[config.mk]
export PLATFORM = sky130hd
export DESIGN_NAME = multicycle_controller
export DESIGN_NICKNAME = d
export VERILOG_FILES = /design/src/rtl/multicycle_controller_pkg.sv /design/src/rtl/mc_output_decode.sv /design/src/rtl/multicycle_controller.sv
export SDC_FILE = /design/constraint.sdc
export NUM_CORES = 1
export LEC_CHECK = 0
export CORE_MARGIN = 2
export CORE_UTILIZATION = 35
export DETAILED_ROUTE_END_ITERATION = 12
export GPL_TIMING_DRIVEN = 1
export PLACE_DENSITY = 0.71
export SYNTH_ARGS = -nofsm -noshare
export SYNTH_HDL_FRONTEND = slang
export SYNTH_SLANG_ARGS = --single-unit
export TNS_END_PERCENT = 30
[constraint.sdc]
create_clock -name clk -period 2.3 [get_ports clk]
set_input_delay 0.69 -clock clk [delete_from_list [all_inputs] [get_ports clk]]
set_output_delay 0.69 -clock clk [all_outputs]
set_load 0.01 [all_outputs]
[src/rtl/multicycle_controller_pkg.sv]
// Shared encodings for the multicycle controller: state codes, opcodes,
// ALU operation codes, mux selects and the decoded control word.
package multicycle_controller_pkg;

    localparam logic [3:0] S_FETCH  = 4'd0;
    localparam logic [3:0] S_DECODE = 4'd1;
    localparam logic [3:0] S_MEMADR = 4'd2;
    localparam logic [3:0] S_MEMRD  = 4'd3;
    localparam logic [3:0] S_MEMWB  = 4'd4;
    localparam logic [3:0] S_MEMWR  = 4'd5;
    localparam logic [3:0] S_REXEC  = 4'd6;
    localparam logic [3:0] S_ALUWB  = 4'd7;
    localparam logic [3:0] S_BEQ    = 4'd8;
    localparam logic [3:0] S_ADDIEX = 4'd9;
    localparam logic [3:0] S_ORIEX  = 4'd10;
    localparam logic [3:0] S_IMMWB  = 4'd11;
    localparam logic [3:0] S_JUMP   = 4'd12;

    localparam logic [5:0] OPC_LW    = 6'b100011;
    localparam logic [5:0] OPC_SW    = 6'b101011;
    localparam logic [5:0] OPC_RTYPE = 6'b000000;
    localparam logic [5:0] OPC_BEQ   = 6'b000100;
    localparam logic [5:0] OPC_ADDI  = 6'b001000;
    localparam logic [5:0] OPC_ORI   = 6'b001101;
    localparam logic [5:0] OPC_J     = 6'b000010;

    localparam logic [2:0] ALU_ADD   = 3'b000;
    localparam logic [2:0] ALU_SUB   = 3'b001;
    localparam logic [2:0] ALU_FUNCT = 3'b010;
    localparam logic [2:0] ALU_OR    = 3'b101;

    localparam logic [1:0] SRCB_REG     = 2'b00;
    localparam logic [1:0] SRCB_FOUR    = 2'b01;
    localparam logic [1:0] SRCB_IMM     = 2'b10;
    localparam logic [1:0] SRCB_IMM_SH2 = 2'b11;

    localparam logic [1:0] PCSRC_ALU    = 2'b00;
    localparam logic [1:0] PCSRC_ALUOUT = 2'b01;
    localparam logic [1:0] PCSRC_JUMP   = 2'b10;

    typedef struct packed {
        logic       ir_write;
        logic       i_or_d;
        logic       mem_read;
        logic       mem_write;
        logic       mem_to_reg;
        logic       reg_dst;
        logic       reg_write;
        logic       alu_src_a;
        logic       branch;
        logic       pc_write;
        logic [1:0] alu_src_b;
        logic [1:0] pc_src;
        logic [2:0] alu_op;
    } control_word_t;

endpackage

[src/rtl/mc_output_decode.sv]
// Pure Moore decode: maps the current state to its raw control word.
// Unencoded states produce an all-zero word.
module mc_output_decode
    import multicycle_controller_pkg::*;
(
    input  logic [3:0]    state,
    output control_word_t cw
);

    always_comb begin
        cw = '0;
        case (state)
            S_FETCH: begin
                cw.mem_read  = 1'b1;
                cw.ir_write  = 1'b1;
                cw.pc_write  = 1'b1;
                cw.alu_src_b = SRCB_FOUR;
                cw.alu_op    = ALU_ADD;
                cw.pc_src    = PCSRC_ALU;
            end
            // Branch target precompute while the opcode is being decoded.
            S_DECODE: begin
                cw.alu_src_b = SRCB_IMM_SH2;
                cw.alu_op    = ALU_ADD;
            end
            S_MEMADR: begin
                cw.alu_src_a = 1'b1;
                cw.alu_src_b = SRCB_IMM;
                cw.alu_op    = ALU_ADD;
            end
            S_MEMRD: begin
                cw.mem_read = 1'b1;
                cw.i_or_d   = 1'b1;
            end
            S_MEMWB: begin
                cw.reg_write  = 1'b1;
                cw.mem_to_reg = 1'b1;
            end
            S_MEMWR: begin
                cw.mem_write = 1'b1;
                cw.i_or_d    = 1'b1;
            end
            S_REXEC: begin
                cw.alu_src_a = 1'b1;
                cw.alu_src_b = SRCB_REG;
                cw.alu_op    = ALU_FUNCT;
            end
            S_ALUWB: begin
                cw.reg_write = 1'b1;
                cw.reg_dst   = 1'b1;
            end
            S_BEQ: begin
                cw.alu_src_a = 1'b1;
                cw.alu_src_b = SRCB_REG;
                cw.alu_op    = ALU_SUB;
                cw.branch    = 1'b1;
                cw.pc_src    = PCSRC_ALUOUT;
            end
            S_ADDIEX: begin
                cw.alu_src_a = 1'b1;
                cw.alu_src_b = SRCB_IMM;
                cw.alu_op    = ALU_ADD;
            end
            S_ORIEX: begin
                cw.alu_src_a = 1'b1;
                cw.alu_src_b = SRCB_IMM;
                cw.alu_op    = ALU_OR;
            end
            S_IMMWB: begin
                cw.reg_write = 1'b1;
            end
            S_JUMP: begin
                cw.pc_write = 1'b1;
                cw.pc_src   = PCSRC_JUMP;
            end
            default: cw = '0;
        endcase
    end

endmodule

[src/rtl/multicycle_controller.sv]
// Multicycle CPU control FSM: state register, next-state logic and the few
// outputs that depend on inputs (fetch hold, illegal opcode, pc_en, reset gating).
module multicycle_controller
    import multicycle_controller_pkg::*;
#(
    parameter int OPC_W = 6
) (
    input  logic             clk,
    input  logic             rst,
    input  logic [OPC_W-1:0] op,
    input  logic             zero,
    input  logic             mem_ready,
    output logic             ir_write,
    output logic             i_or_d,
    output logic             mem_read,
    output logic             mem_write,
    output logic             mem_to_reg,
    output logic             reg_dst,
    output logic             reg_write,
    output logic             alu_src_a,
    output logic             branch,
    output logic             pc_write,
    output logic             pc_en,
    output logic             illegal_op,
    output logic [1:0]       alu_src_b,
    output logic [1:0]       pc_src,
    output logic [2:0]       alu_op,
    output logic [3:0]       state
);

    logic [3:0]    state_q;
    logic [3:0]    state_d;
    logic [3:0]    decode_target;
    logic          op_known;
    logic          fetch_hold;
    control_word_t cw;

    mc_output_decode u_output_decode (
        .state (state_q),
        .cw    (cw)
    );

    always_comb begin
        decode_target = S_FETCH;
        op_known      = 1'b1;
        case (op)
            OPC_W'(OPC_LW),
            OPC_W'(OPC_SW):    decode_target = S_MEMADR;
            OPC_W'(OPC_RTYPE): decode_target = S_REXEC;
            OPC_W'(OPC_BEQ):   decode_target = S_BEQ;
            OPC_W'(OPC_ADDI):  decode_target = S_ADDIEX;
            OPC_W'(OPC_ORI):   decode_target = S_ORIEX;
            OPC_W'(OPC_J):     decode_target = S_JUMP;
            default: begin
                decode_target = S_FETCH;
                op_known      = 1'b0;
            end
        endcase
    end

    always_comb begin
        state_d = S_FETCH;
        case (state_q)
            S_FETCH:  state_d = mem_ready ? S_DECODE : S_FETCH;
            S_DECODE: state_d = decode_target;
            S_MEMADR: state_d = (op == OPC_W'(OPC_LW)) ? S_MEMRD : S_MEMWR;
            S_MEMRD:  state_d = mem_ready ? S_MEMWB : S_MEMRD;
            S_MEMWB:  state_d = S_FETCH;
            S_MEMWR:  state_d = mem_ready ? S_FETCH : S_MEMWR;
            S_REXEC:  state_d = S_ALUWB;
            S_ALUWB:  state_d = S_FETCH;
            S_BEQ:    state_d = S_FETCH;
            S_ADDIEX: state_d = S_IMMWB;
            S_ORIEX:  state_d = S_IMMWB;
            S_IMMWB:  state_d = S_FETCH;
            S_JUMP:   state_d = S_FETCH;
            default:  state_d = S_FETCH;
        endcase
    end

    always_ff @(posedge clk) begin
        if (rst) begin
            state_q <= S_FETCH;
        end else begin
            state_q <= state_d;
        end
    end

    // A stalled fetch must not latch IR or advance PC until memory responds.
    assign fetch_hold = (state_q == S_FETCH) && !mem_ready;

    assign ir_write   = cw.ir_write & ~fetch_hold & ~rst;
    assign pc_write   = cw.pc_write & ~fetch_hold & ~rst;
    assign mem_read   = cw.mem_read & ~rst;
    assign mem_write  = cw.mem_write & ~rst;
    assign reg_write  = cw.reg_write & ~rst;
    assign pc_en      = ~rst & (pc_write | (cw.branch & zero));
    assign illegal_op = (state_q == S_DECODE) & ~op_known & ~rst;

    assign i_or_d     = cw.i_or_d;
    assign mem_to_reg = cw.mem_to_reg;
    assign reg_dst    = cw.reg_dst;
    assign alu_src_a  = cw.alu_src_a;
    assign branch     = cw.branch;
    assign alu_src_b  = cw.alu_src_b;
    assign pc_src     = cw.pc_src;
    assign alu_op     = cw.alu_op;
    assign state      = state_q;

endmodule

==> metrics, run 1 <==
outcome finished clean; crit end category primary output; Post-synth top flop dfxtp_1; cell taking the most area after synthesis dfxtp_1; CTS clock-pin slew for the worst setup and hold paths 0.04 ns; max incr delay on CP 0.29 ns; die span in x 47.73 um; Synth top area share 0.1196; final setup violation count 0; Post-CTS Setup Inserts 0; Slew HR 0.8026; RSZ-0062 raised after global routing yes; crit-path leading delay family compound AO/OA/AOI/OAI gates; GRT Total Usage 0.2183; shortest clock period the worst path allows after layout 2.265 ns; Die ar. 2278 um^2; Iter 0 DRT Violations 8; #FFs+latches synth 4; CP required 1.61 ns; register area 83.83 um^2; routed via count 859; Placer Congestion 0.8277; GR Overflow Total 0; Die Ht 47.73 um; vias in the first global route 778; Residual DRC 0; vias per inst 5.175; Syn Std Cell Area 669.4 um^2; sequential share of the synthesized area 0.1196; row cnt 15; period utilization 0.9849; first-pass GRT wire length 3553 um; met1 Use GR 0.2966; cts bufs inserted 3; WL final 2253 um; max reg flops 4; critical path class in2out; met3 Use GR 0.03019; GR peak layer met2; startpoint types input port; FFs w/ async S/R, synth 0; CTS Sinks 4; P&R area growth vs syn 68.97%; max_cap viols 0; Post-synth EDFFs 0; worst setup margin 0.03477 ns; fin cells 166; post-layout util 0.6411; Avg WL per Cell 13.57 um; DRT Pass-1 Iters 4; final setup TNS 0 ns; top cells by area, synth dfxtp_1 12%, nor3_1 7.5%, nor2_1 5.6%; Synthesized Nets 103; syn_area_per_cell 7.198 um^2; Clock Latency Late Sink 0.23 ns; pin count of the biggest net entering global routing 12; Diodes inserted 0; GRT met2 Usage 0.3600; Post-Place Cells 163; peak supply drop 0.2490 mV; WP buf/inv 2; filler cell count 172; I/O pin count 33; Starting Density 0.3794; core area 1764 um^2; initial antenna violation count 0; skew final 0.0006643 ns; pwr/cell area 254.8 nW/um^2; Tightest Pin Transition 0.2956 ns; worst path cell trace clkbuf_2 > nor4_2 > a31oi_1 > o311a_1 > buf_2; CTS tree yes; layout cells sized above 1 0.3759; Slew Viols, Final 0; achievable frequency 0.4415 GHz; slowest cell on the critical path o311a_1; Post-Place Setup Slack -0.8125 ns; maximum clock path buffer count 2; dpl hpwl 1803 um; Synth Instances 93; input/output buffers 32; Tot Pwr 288.2 uW; distinct cell type count of the synthesized netlist 39; most frequent cells after synthesis 10 x nor2_1, 10 x nor3_1, 6 x a21oi_1, 6 x nand2_1, 5 x buf_2; H-tree Lvls 1; Hold-fix buffers, CTS 0; Final ANT Viol Nets 0; CTS Root Cell clkbuf_4; LEAKAGE 0.0005429 uW; yosys warns 0; Final #Nets 153; multi-input logic area 549.3 um^2; crit-path max FO 4; worst hold path class reg2reg; Fin. Hold Viols 0; crit path DAT 1.58 ns
[through the flow]
step | instance area, um^2 | hold WS [ns]
CTS | 1121 | 0.6398
global route | 1131 | 0.6926
detailed placement | 1127 | 0.6293
global placement | 1127 | 0.6262
finish | 1131 | 0.6596
floorplan | 669.4 | 0.5617
[cell type report]
class,count,share of cell area
Clock buffer,3,0.01991
Multi-Input combinational cell,78,0.4856
Sequential cell,4,0.07412
Tap cell,25,0.02765
Timing Repair Buffer,56,0.3927
[tightest hold or removal path: stages (launching register included)]
cell	delay, ns
dfxtp_1	0.39
buf_4	0.17
a2111oi_2	0.05
[where the power goes]
part           internal (uW)  switching [uW]  leakage [uW]
clock network           58.2            26.4     0.0000138
registers               70.8            2.82     0.0000333
logic                   66.1            63.8      0.000496
[metal layers]
metal,routed length (um),part of all wire
met3,29,0.013
met5,0,0
met4,0,0
met1,990,0.44
met2,1233,0.55
[logic make-up after synthesis]
| family | Yosys count | synth area share |
|---|---|---|
| buffers and inverters | 11 | 0.1103 |
| xor gates and xnor gates | 4 | 0.05235 |
| and+or+nand+nor | 46 | 0.4000 |
| AOI/OAI and AO/OA | 27 | 0.3009 |
| DFF | 4 | 0.1196 |
| adders and majority gates | 1 | 0.01682 |
[final timing paths]
kind,slack (ns),endpoint,startpoint,cells after the start
setup / recovery,0.03,illegal_op,op[5],5
hold reg to reg,0.66,state[2],state[3],2
hold / removal,0.66,state[2],state[3],2
setup reg to reg,0.94,state[1],state[0],5
[layout by cell type, fill, tap and decap left out, types with 2 or more instances in the layout]
| master | synthesis | final |
|---|---|---|
| dfxtp_1 | 4 | 3 |
| buf_4 | 3 | 24 |
| a2111oi_2 | 2 | 2 |
| a211oi_1 | 2 | 2 |
| nand2_1 | 6 | 6 |
| o21ai_1 | 3 | 3 |
| a21oi_1 | 6 | 4 |
| dlymetal6s2s_1 | 0 | 4 |
| nor2_1 | 10 | 10 |
| o21ai_0 | 2 | 2 |
| nand2b_1 | 4 | 2 |
| o31a_1 | 2 | 2 |
| nor2_2 | 2 | 2 |
| clkbuf_2 | 0 | 4 |
| dlygate4sd2_1 | 0 | 9 |
| a21oi_2 | 0 | 2 |
| xnor2_1 | 3 | 3 |
| clkbuf_4 | 0 | 3 |
| nand3b_1 | 2 | 2 |
| a41oi_1 | 2 | 2 |
| buf_2 | 5 | 7 |
| nor3_1 | 10 | 9 |
| clkdlybuf4s50_1 | 0 | 8 |
| a31oi_1 | 2 | 2 |
[timing repair]
item,in CTS,in global routing
setup endpoints to repair,16,9
gates resized for setup,48,14
hold endpoints to repair,0,0
pin swaps,3,3
Note: power is estimated with default switching activity, not from simulation.
==> run 2: changes to the inputs <==
Settings changed: HOLD_SLACK_MARGIN from default to 0.06.
==> results of run 2 <==
No change in the layout: final DEF, timing and power equal those of run 1.
==> run 3: changes to the inputs <==
Settings changed: SLEW_MARGIN from default to 20.
==> results of run 3 <==
No change in the layout: final DEF, timing and power equal those of run 1.
